--- config.mk ---
export PLATFORM = sky130hd
export DESIGN_NAME = max7219_frame_arbiter
export DESIGN_NICKNAME = d
export VERILOG_FILES = /design/src/rtl/max7219_pkg.sv /design/src/rtl/max7219_rr_arb.sv /design/src/rtl/max7219_frame_arbiter.sv
export SDC_FILE = /design/constraint.sdc
export NUM_CORES = 1
export LEC_CHECK = 0
export ABC_AREA = 0
export CAP_MARGIN = 20
export CORE_MARGIN = 2
export CORE_UTILIZATION = 43
export DETAILED_ROUTE_END_ITERATION = 8
export MAX_ROUTING_LAYER = met4
export PLACE_DENSITY_LB_ADDON = 0.08
export SLEW_MARGIN = 20
export SYNTH_ARGS = -nofsm -noshare
export SYNTH_HDL_FRONTEND = slang
export SYNTH_SLANG_ARGS = --single-unit
--- constraint.sdc ---
create_clock -name clk -period 1.5 [get_ports clk]
set_input_delay 0.3 -clock clk [delete_from_list [all_inputs] [get_ports clk]]
set_output_delay 0.3 -clock clk [all_outputs]
set_load 0.005 [all_outputs]
--- src/rtl/max7219_pkg.sv ---
// Shared types and MAX7219 register map for the frame arbiter.
// Optional build macro used by this slice: MAX7219_ARB_FIXED_PRIO_EN.
package max7219_pkg;

    localparam logic [3:0] NOOP        = 4'h0;
    localparam logic [3:0] DIGIT0      = 4'h1;
    localparam logic [3:0] DIGIT1      = 4'h2;
    localparam logic [3:0] DIGIT2      = 4'h3;
    localparam logic [3:0] DIGIT3      = 4'h4;
    localparam logic [3:0] DIGIT4      = 4'h5;
    localparam logic [3:0] DIGIT5      = 4'h6;
    localparam logic [3:0] DIGIT6      = 4'h7;
    localparam logic [3:0] DIGIT7      = 4'h8;
    localparam logic [3:0] DECODEMODE  = 4'h9;
    localparam logic [3:0] INTENSITY   = 4'hA;
    localparam logic [3:0] SCANLIMIT   = 4'hB;
    localparam logic [3:0] SHUTDOWN    = 4'hC;
    localparam logic [3:0] DISPLAYTEST = 4'hF;

    typedef enum logic [3:0] {
        ST_FLUSH_HI,
        ST_FLUSH_LO,
        ST_ARB,
        ST_HI_START,
        ST_HI_WAIT,
        ST_LO_START,
        ST_LO_WAIT,
        ST_LOAD,
        ST_GAP
    } arb_state_e;

    // One 16-bit MAX7219 shift frame; the top nibble is always zero.
    typedef struct packed {
        logic [3:0] pad;
        logic [3:0] addr;
        logic [7:0] data;
    } max_frame_t;

    function automatic logic [7:0] frame_hi(input max_frame_t f);
        return {f.pad, f.addr};
    endfunction

endpackage

--- src/rtl/max7219_rr_arb.sv ---
// Grant selection for the frame arbiter: round-robin from a pointer register,
// or fixed lowest-index priority when MAX7219_ARB_FIXED_PRIO_EN is defined.
module max7219_rr_arb
    import max7219_pkg::*;
#(
    parameter int unsigned N_REQ = 2
) (
    input  logic             clk,
    input  logic             rst,
    input  logic [N_REQ-1:0] req_i,
    input  logic             advance_i,
    output logic [N_REQ-1:0] grant_c_o,
    output logic             any_c_o
);

    assign any_c_o = |req_i;

`ifdef MAX7219_ARB_FIXED_PRIO_EN

    logic found_c;
    logic unused_ok;
    assign unused_ok = ^{clk, rst, advance_i};

    always_comb begin
        grant_c_o = '0;
        found_c   = 1'b0;
        for (int k = 0; k < int'(N_REQ); k++) begin
            if (!found_c && req_i[k]) begin
                grant_c_o[k] = 1'b1;
                found_c      = 1'b1;
            end
        end
    end

`else

    localparam int unsigned PW = (N_REQ > 1) ? $clog2(N_REQ) : 1;

    logic [PW-1:0] ptr_q;
    logic [PW-1:0] ptr_d;
    logic [PW-1:0] idx_c;
    logic [31:0]   cand_c;
    logic          found_c;

    // First requester at or after the pointer, wrapping past N_REQ-1.
    always_comb begin
        grant_c_o = '0;
        idx_c     = '0;
        found_c   = 1'b0;
        cand_c    = '0;
        for (int k = 0; k < int'(N_REQ); k++) begin
            cand_c = 32'(ptr_q) + 32'(k);
            if (cand_c >= 32'(N_REQ)) begin
                cand_c = cand_c - 32'(N_REQ);
            end
            if (!found_c && req_i[cand_c[PW-1:0]]) begin
                grant_c_o[cand_c[PW-1:0]] = 1'b1;
                idx_c                     = cand_c[PW-1:0];
                found_c                   = 1'b1;
            end
        end
    end

    always_comb begin
        ptr_d = ptr_q;
        if (advance_i && found_c) begin
            if (idx_c == PW'(N_REQ - 1)) begin
                ptr_d = '0;
            end else begin
                ptr_d = idx_c + PW'(1);
            end
        end
    end

    always_ff @(posedge clk) begin
        if (rst) begin
            ptr_q <= '0;
        end else begin
            ptr_q <= ptr_d;
        end
    end

`endif

endmodule

--- src/rtl/max7219_frame_arbiter.sv ---
// Arbitrates N register-write requesters onto one byte-wide SPI master and frames
// each grant as a MAX7219 16-bit write. Build option: MAX7219_ARB_FIXED_PRIO_EN.
module max7219_frame_arbiter
    import max7219_pkg::*;
#(
    parameter int unsigned N_REQ      = 2,
    parameter int unsigned LOAD_HOLD  = 4,
    parameter int unsigned GAP_CYCLES = 2
) (
    input  logic               clk,
    input  logic               rst,
    input  logic [N_REQ-1:0]   req_valid_i,
    input  logic [4*N_REQ-1:0] req_addr_i,
    input  logic [8*N_REQ-1:0] req_data_i,
    output logic [N_REQ-1:0]   req_ready_o,
    output logic               spi_start_o,
    output logic [7:0]         spi_data_o,
    input  logic               spi_busy_i,
    output logic               max_load_o,
    output logic               frame_done_o,
    output logic               idle_o
);

    // The ARB cycle that grants the next frame is the last cycle of the load hold.
    localparam int unsigned HOLD_CYC = LOAD_HOLD - 1;
    localparam int unsigned CNT_MAX  = (HOLD_CYC > GAP_CYCLES) ? HOLD_CYC : GAP_CYCLES;
    localparam int unsigned CW       = (CNT_MAX > 1) ? $clog2(CNT_MAX) : 1;

    arb_state_e       state_q;
    max_frame_t       frame_q;
    logic [CW-1:0]    cnt_q;
    logic             first_q;
    logic             flush_q;
    logic [N_REQ-1:0] req_ready_q;
    logic             spi_start_q;
    logic [7:0]       spi_data_q;
    logic             max_load_q;
    logic             frame_done_q;
    logic             idle_q;

    logic [N_REQ-1:0] grant_c;
    logic             any_c;
    logic             arb_c;
    max_frame_t       sel_frame_c;

    assign arb_c = (state_q == ST_ARB);

    max7219_rr_arb #(
        .N_REQ(N_REQ)
    ) u_arb (
        .clk      (clk),
        .rst      (rst),
        .req_i    (req_valid_i),
        .advance_i(arb_c),
        .grant_c_o(grant_c),
        .any_c_o  (any_c)
    );

    always_comb begin
        sel_frame_c = '0;
        for (int i = 0; i < int'(N_REQ); i++) begin
            if (grant_c[i]) begin
                sel_frame_c.addr = req_addr_i[4*i +: 4];
                sel_frame_c.data = req_data_i[8*i +: 8];
            end
        end
    end

    always_ff @(posedge clk) begin
        if (rst) begin
            state_q      <= ST_FLUSH_HI;
            frame_q      <= '0;
            cnt_q        <= '0;
            first_q      <= 1'b0;
            flush_q      <= 1'b1;
            req_ready_q  <= '0;
            spi_start_q  <= 1'b0;
            spi_data_q   <= '0;
            max_load_q   <= 1'b0;
            frame_done_q <= 1'b0;
            idle_q       <= 1'b0;
        end else begin
            req_ready_q  <= '0;
            spi_start_q  <= 1'b0;
            frame_done_q <= 1'b0;
            idle_q       <= 1'b0;
            unique case (state_q)
                ST_FLUSH_HI: begin
                    spi_start_q <= 1'b1;
                    spi_data_q  <= {4'h0, NOOP};
                    state_q     <= ST_HI_START;
                end
                ST_FLUSH_LO: begin
                    spi_start_q <= 1'b1;
                    spi_data_q  <= 8'h00;
                    flush_q     <= 1'b0;
                    state_q     <= ST_LO_START;
                end
                ST_ARB: begin
                    if (any_c) begin
                        req_ready_q <= grant_c;
                        frame_q     <= sel_frame_c;
                        max_load_q  <= 1'b0;
                        spi_start_q <= 1'b1;
                        spi_data_q  <= frame_hi(sel_frame_c);
                        state_q     <= ST_HI_START;
                    end else begin
                        idle_q <= 1'b1;
                    end
                end
                ST_HI_START: begin
                    first_q <= 1'b1;
                    state_q <= ST_HI_WAIT;
                end
                // Busy is not trusted on the first wait cycle after a start.
                ST_HI_WAIT: begin
                    if (first_q) begin
                        first_q <= 1'b0;
                    end else if (!spi_busy_i) begin
                        if (flush_q) begin
                            state_q <= ST_FLUSH_LO;
                        end else begin
                            spi_start_q <= 1'b1;
                            spi_data_q  <= frame_q.data;
                            state_q     <= ST_LO_START;
                        end
                    end
                end
                ST_LO_START: begin
                    first_q <= 1'b1;
                    state_q <= ST_LO_WAIT;
                end
                ST_LO_WAIT: begin
                    if (first_q) begin
                        first_q <= 1'b0;
                    end else if (!spi_busy_i) begin
                        max_load_q   <= 1'b1;
                        frame_done_q <= 1'b1;
                        if (HOLD_CYC != 0) begin
                            cnt_q   <= CW'(HOLD_CYC - 1);
                            state_q <= ST_LOAD;
                        end else if (GAP_CYCLES != 0) begin
                            cnt_q   <= CW'(GAP_CYCLES - 1);
                            state_q <= ST_GAP;
                        end else begin
                            state_q <= ST_ARB;
                        end
                    end
                end
                ST_LOAD: begin
                    if (cnt_q == '0) begin
                        if (GAP_CYCLES != 0) begin
                            cnt_q   <= CW'(GAP_CYCLES - 1);
                            state_q <= ST_GAP;
                        end else begin
                            state_q <= ST_ARB;
                        end
                    end else begin
                        cnt_q <= cnt_q - CW'(1);
                    end
                end
                ST_GAP: begin
                    if (cnt_q == '0) begin
                        state_q <= ST_ARB;
                    end else begin
                        cnt_q <= cnt_q - CW'(1);
                    end
                end
                default: state_q <= ST_FLUSH_HI;
            endcase
        end
    end

    assign req_ready_o  = req_ready_q;
    assign spi_start_o  = spi_start_q;
    assign spi_data_o   = spi_data_q;
    assign max_load_o   = max_load_q;
    assign frame_done_o = frame_done_q;
    assign idle_o       = idle_q;

endmodule

# Yosys cells after proc, flatten, opt, wreduce, memory -nomap -nowiden
# Cells that the tools add are included.
# W data, S select, Z words.
# word_totals
elab_cells,117
register_bits,31
input_bits,29
output_inout_bits,14
# classes
n_lt_le_gt_ge,6
add_sub_neg,5
n_bitwise,4
n_reduce_logical,23
n_mux,50
n_eq_ne,17
# ops
cell,count
$pmux W4 S9,1
$mux W8,4
$mux W4,7
$mux W12,2
$pmux W8 S3,1
$mux W1,22
$ne A2 B2 Y1 const B,9
$eq A4 B3 Y1 const B,4
$mux W2,6
$reduce_or A2 Y1,5
$eq A4 B2 Y1 const B,2
$reduce_and A4 Y1,2
$reduce_and A7 Y1,1
$pmux W2 S3,1
$reduce_bool A3 Y1,2
$reduce_or A3 Y1,2
$reduce_and A5 Y1,1
$eq A4 B1 Y1 const B,1
$eq A4 B4 Y1 const B,1
$logic_and A1 B1 Y1,4
$logic_not A4 Y1,1
$lt A1 B2 Y1 const B,2
$pmux W1 S2,2
$reduce_bool A2 Y1,2
15 further kinds,20

# Depth between registers and ports, before layout
# logic_depth
word_depth,13
ltp_mapped,8
depth_no_buf,5

# Modules after synthesis
# A second synthesis with hierarchy kept.
# unflattened
hier_cells,170
hier_area_um2,1572.8
# by_module_without_submodules
module,seq_area_each_um2,cells_per_inst,n_inst,area_per_inst_um2
max7219_frame_arbiter,600.6,162,1,1501.4
max7219_rr_arb,20.0,8,1,71.3

# Worst setup path before layout
# No wires, ideal clock.
# synth_path
path_kind,register -> register
from,register state_q[2]
to,register frame_q[6] in the netlist's numbering
setup_slack_ns,-0.082
path_buffers,3
arrival_time_ns,1.503
path_stages_with_launch,8
period_less_slack_ns,1.582
setup_time_ns,0.079
t_required_ns,1.421
path_cell_list,dfxtp_1 buf_6 nor4b_4 and2_1 buf_6 buf_8 nor2_2 a211oi_2
# synth_via
elab_chain_cells,2
# synth_rtl
element,line_no,text
from (decl),max7219_frame_arbiter.sv:29,arb_state_e state_q;
from (signal assigned),max7219_frame_arbiter.sv:71,state_q <= ST_FLUSH_HI;
from (signal assigned),max7219_frame_arbiter.sv:91,state_q <= ST_HI_START;
from (signal assigned),max7219_frame_arbiter.sv:97,state_q <= ST_LO_START;
$eq A4 B2 Y1,max7219_frame_arbiter.sv:87,unique case (state_q)
$reduce_and A2 Y1 (no line),--,
to (signal assigned),max7219_frame_arbiter.sv:102,frame_q <= sel_frame_c;
to (decl),max7219_frame_arbiter.sv:30,max_frame_t frame_q;
# Every way passes these cells.
# A chain may end at the register's enable or synchronous reset.

# Final worst setup path
# layout_path
from,register state_q[1]
to,register spi_data_q[3] (netlist: spi_data_o[3])
# layout_via
elab_chain_cells,4
word_cells_on_any_way,12
classes_between,7 x eq/ne; 1 x mux; 4 x reduce/logical
# layout_rtl
element,line_no,text
$eq A4 B1 Y1 / $logic_not A4 Y1 (equally long branches),max7219_frame_arbiter.sv:87,
$reduce_or A2 Y1 (no line),--,
$reduce_bool A3 Y1 (no line),--,
$reduce_and A5 Y1 (no line),--,
to (signal assigned),max7219_frame_arbiter.sv:90,"spi_data_q <= {4'h0, NOOP};"
to (signal assigned),max7219_frame_arbiter.sv:105,spi_data_q <= frame_hi(sel_frame_c);
to (signal assigned),max7219_frame_arbiter.sv:124,spi_data_q <= frame_q.data;
to (decl),max7219_frame_arbiter.sv:36,logic [7:0] spi_data_q;
# Parallel ways exist; a longest one is shown, timed or not.

==> reports/qor.log <==
INFO  run_status     outcome=finished with violations
INFO  run_status     violations=setup timing
INFO  setup_path     worstSetupStartpointType=flop
INFO  clocking       path_clk_slew=0.10ns
INFO  clocking       tritoncts_buffer_count=5
INFO  setup_path     critPathKind=reg -> reg
INFO  timing         max_freq=618.6MHz
INFO  cells_and_area layout_commonest_cell=buf_4
INFO  setup_path     cpLargestDelayFamily=compound AO/OA/AOI/OAI gates
INFO  route          route.final.wire_length=4693µm
INFO  grt            first_global_vias=1611
INFO  hold_path      min-delay-start=spi_data_o[7]$_SDFFE_PP0P_
INFO  cells_and_area fill_cells=233
INFO  placement      place.gp.congestion=0.8327
INFO  die            rows=21
INFO  hold_path      holdCritPathClass=reg -> reg
INFO  clocking       clkSinkCount=31
INFO  timing         setup-violations-final=13
INFO  cells_and_area layout-drive-gt1-share=0.4167
INFO  clocking       htree_num_levels=2
INFO  setup_path     cpMostUsedCell=buf_4
INFO  clocking       worst_skew_pair_latency=0.34ns
INFO  synthesis      synth_top_flop_cell=dfxtp_1
INFO  setup_path     worstSetupStartpoint=state_q[1]$_SDFFE_PP0P_
INFO  cells_and_area post_layout_utilization_of_the_core=0.7736
INFO  route          routed-via-count=1664
INFO  synthesis      mappedNetlistArea=1574µm²
INFO  synthesis      postSynthAreaPerCell=9.151µm²
INFO  die            core_area=3416µm²
INFO  setup_path     worstReg2RegStart=state_q[1]$_SDFFE_PP0P_
INFO  setup_path     slowest_cp_cell=a221o_2
INFO  setup_path     worst_r2r_endpoint=spi_data_o[3]$_SDFFE_PP0P_
INFO  clocking       cts.hold.buffers_added=0
INFO  timing         final_period_minus_worst_setup_slack=1.616ns
INFO  timing         final_max_slew_viols=0
INFO  timing         finalCritPeriodShare=1.078
INFO  synthesis      synth-warning-count=0
INFO  die            io_pins=43
INFO  cells_and_area final-seq-area=643.1µm²
INFO  grt            groute.usage.overall=0.2298
INFO  timing         post_route_setup_tns=-0.9920ns
INFO  timing         relative_slew_slack=0.7374
INFO  timing         worst_pin_slew=0.3922ns
INFO  placement      buffer_ports.inserted=42
INFO  power_and_ir_drop total_leakage_power=0.001097µW
INFO  clocking       cts-root-to-sink-buffers=2
INFO  timing         worst_clock_skew=0.007938ns
INFO  setup_path     path_max_fanout=5
INFO  grt            grt-ovfl-total=0
INFO  timing         hold_viol=0
INFO  hold_path      worstHoldPathCells=2
INFO  cells_and_area multi_input_area=998.5µm²
INFO  die            die_w=64.50µm
INFO  flow_run       max_cap_violations=0
INFO  setup_path     crit_buf_inv=3
INFO  setup_path     cp_data_arrival_time=1.85ns
INFO  die            die-area=4160µm²
INFO  clocking       cts_root_buf=clkbuf_4
INFO  synthesis      netlist_instances=172
INFO  cells_and_area mostFrequentLayoutCells=buf_4, clkdlybuf4s50_1, dfxtp_1, nor2_1, nor3_1
INFO  timing         unrepaired_setup_endpoints_after_global_routing=true
INFO  setup_path     required=1.73ns
INFO  synthesis      synth_edf_count=0
INFO  grt            wire_length_of_the_first_global_routing_pass=7314µm
INFO  hold_path      worstHoldEndpoint=spi_data_o[7]$_SDFFE_PP0P_
INFO  power_and_ir_drop pwr_density_cell=1572nW/µm²
INFO  timing         finalWorstSetupSlack=-0.1164ns
INFO  setup_path     timing.critical_path.to_type=flop
INFO  clocking       tritoncts=built
INFO  route          detailedRoute.firstIterationViolations=82
INFO  synthesis      asyncSetResetFlopFracSynth=0
INFO  route          routed_wl_per_cell=15.75µm
INFO  power_and_ir_drop ir_worst_vdd=0.9021mV
INFO  grt            grt_antenna_before_repair=0
INFO  setup_path     cp_slowest_stage_delay=0.44ns
INFO  synthesis      synth.yosys.seq_area_share=0.3943
INFO  setup_path     worst-r2r-setup-slack=-0.12ns
INFO  route          ant_nets=0
INFO  die            starting_density_of_the_core=0.4608
INFO  cells_and_area layout-area-overhead-vs-synth=67.89%
INFO  synthesis      synth_seq_cells=31
INFO  cells_and_area n_antenna_cell=0
INFO  die            die_height=64.50µm
INFO  placement      post_dp_hpwl=2972µm
INFO  route          drtPass1Iterations=4
INFO  setup_path     critical_path.cell_chain=buf_4, nor4b_4, buf_4, a221o_2, buf_4, nor2_1, nor3_1
INFO  grt            grt_max_degree=18
INFO  synthesis      synth_cell_type_count=43
INFO  route          remaining_drc_errors=0
INFO  cells_and_area nets_final=282
INFO  route          viasPerCell=5.584
INFO  setup_path     worst_reg2reg_path_depth=7
INFO  synthesis      syn-num-nets=203
-- worst reg2reg max path, delay by kind of cell (launching register included) --
family | cells | cell delay (ns)
AO/OA/AOI/OAI | 1 | 0.44
buffers and inverters | 3 | 0.42
flip-flops | 1 | 0.37
AND/OR/NAND/NOR | 3 | 0.28
-- report_power, final --
part / switching, µW / leakage [µW] / total, µW / internal (µW)
clock network: 292 / 0.0000482 / 685 / 394
logic: 1010 / 0.000790 / 2240 / 1230
registers: 177 / 0.000258 / 1230 / 1050
-- routing by layer --
| layer | GRT usage | vias up | wire, µm |
|---|---|---|---|
| li1 | - | 814 | - |
| met1 | 0.2808 | 789 | 2037 |
| met2 | 0.3737 | 54 | 2301 |
| met3 | 0.06771 | 7 | 286 |
| met4 | 0.05851 | 0 | 67 |
| met5 | - | - | 0 |
-- registers in the layout, indices dropped and copies added, names as in the netlist, named ones only --
name          cells
first_q           1
max_load_o        1
frame_q           8
state_q           4
spi_start_o       1
req_ready_o       2
cnt_q             2
idle_o            1
spi_data_o        8
flush_q           1
frame_done_o      1
-- kinds of logic after synthesis --
logic type,after synthesis,synth area share
fa+ha+maj,2,0.01590
simple gates,61,0.2218
flops,31,0.3943
compound gates,57,0.2941
mux,1,0.007154
buf+inv,20,0.06677
-- cell type report --
cell class / instances / share of cell area
flip-flops and latches: 31 / 0.2434
multi-input cells: 121 / 0.3778
repair buffers: 88 / 0.3187
clock inverters: 2 / 0.01326
clock buffers: 6 / 0.01941
inverters: 4 / 0.005682
well taps: 46 / 0.02178
-- how the worst max path moves through the flow --
| stage | cells past startpoint | slack (ns) | endpoint |
|---|---|---|---|
| after global routing | 7 | -0.22 | spi_data_o[1]$_SDFFE_PP0P_ |
| after detailed placement | 5 | -0.36 | spi_data_o[6]$_SDFFE_PP0P_ |
| after floorplan | 6 | -0.06 | cnt_q[0]$_SDFFE_PP0P_ |
| after global placement | 5 | -0.32 | spi_data_o[4]$_SDFFE_PP0P_ |
| final | 7 | -0.12 | spi_data_o[3]$_SDFFE_PP0P_ |
| after CTS | 7 | -0.08 | spi_data_o[2]$_SDFFE_PP0P_ |
-- synth_stat cells, types with 2 or more instances --
cell type | instances | share of area
o22ai_1 | 2 | 0.0079
nor4_1 | 2 | 0.0079
buf_6 | 2 | 0.014
a31oi_1 | 2 | 0.0079
and2_1 | 2 | 0.0079
dfxtp_1 | 31 | 0.39
nor3_1 | 12 | 0.038
inv_1 | 4 | 0.0095
nand3_1 | 5 | 0.016
ha_1 | 2 | 0.016
a21o_1 | 2 | 0.0095
nor4b_4 | 2 | 0.030
buf_2 | 3 | 0.0095
a211oi_1 | 9 | 0.043
a22oi_1 | 8 | 0.038
or4b_1 | 2 | 0.013
clkbuf_1 | 10 | 0.024
a21oi_1 | 11 | 0.035
o21ai_0 | 3 | 0.0095
a21boi_0 | 2 | 0.0095
nor2_1 | 21 | 0.050
nand4b_1 | 2 | 0.011
nand2_1 | 4 | 0.0095
a32o_1 | 4 | 0.025
nor3b_1 | 2 | 0.0095
a221oi_1 | 4 | 0.022
nand2b_1 | 3 | 0.012
-- timing repair --
action,CTS,global route
gates resized for setup,32,41
endpoints found under the setup margin,27,31
setup buffers,11,5
pin swaps,17,15
-- per-stage QoR --
stage	instance area (µm²)	instances	hold slack [ns]	setup WS (ns)	power (µW)
2_1_floorplan	1583	172	0.3778	-0.06303	2169
3_3_place_gp	2215	276	0.4486	-0.3184	2837
3_5_place_dp	2215	276	0.4546	-0.3598	2880
4_1_cts	2464	294	0.4666	-0.07639	3818
5_1_grt	2643	298	0.4939	-0.2161	4403
6_report	2643	298	0.4788	-0.1164	4155
(Power assumes the default switching activity.)
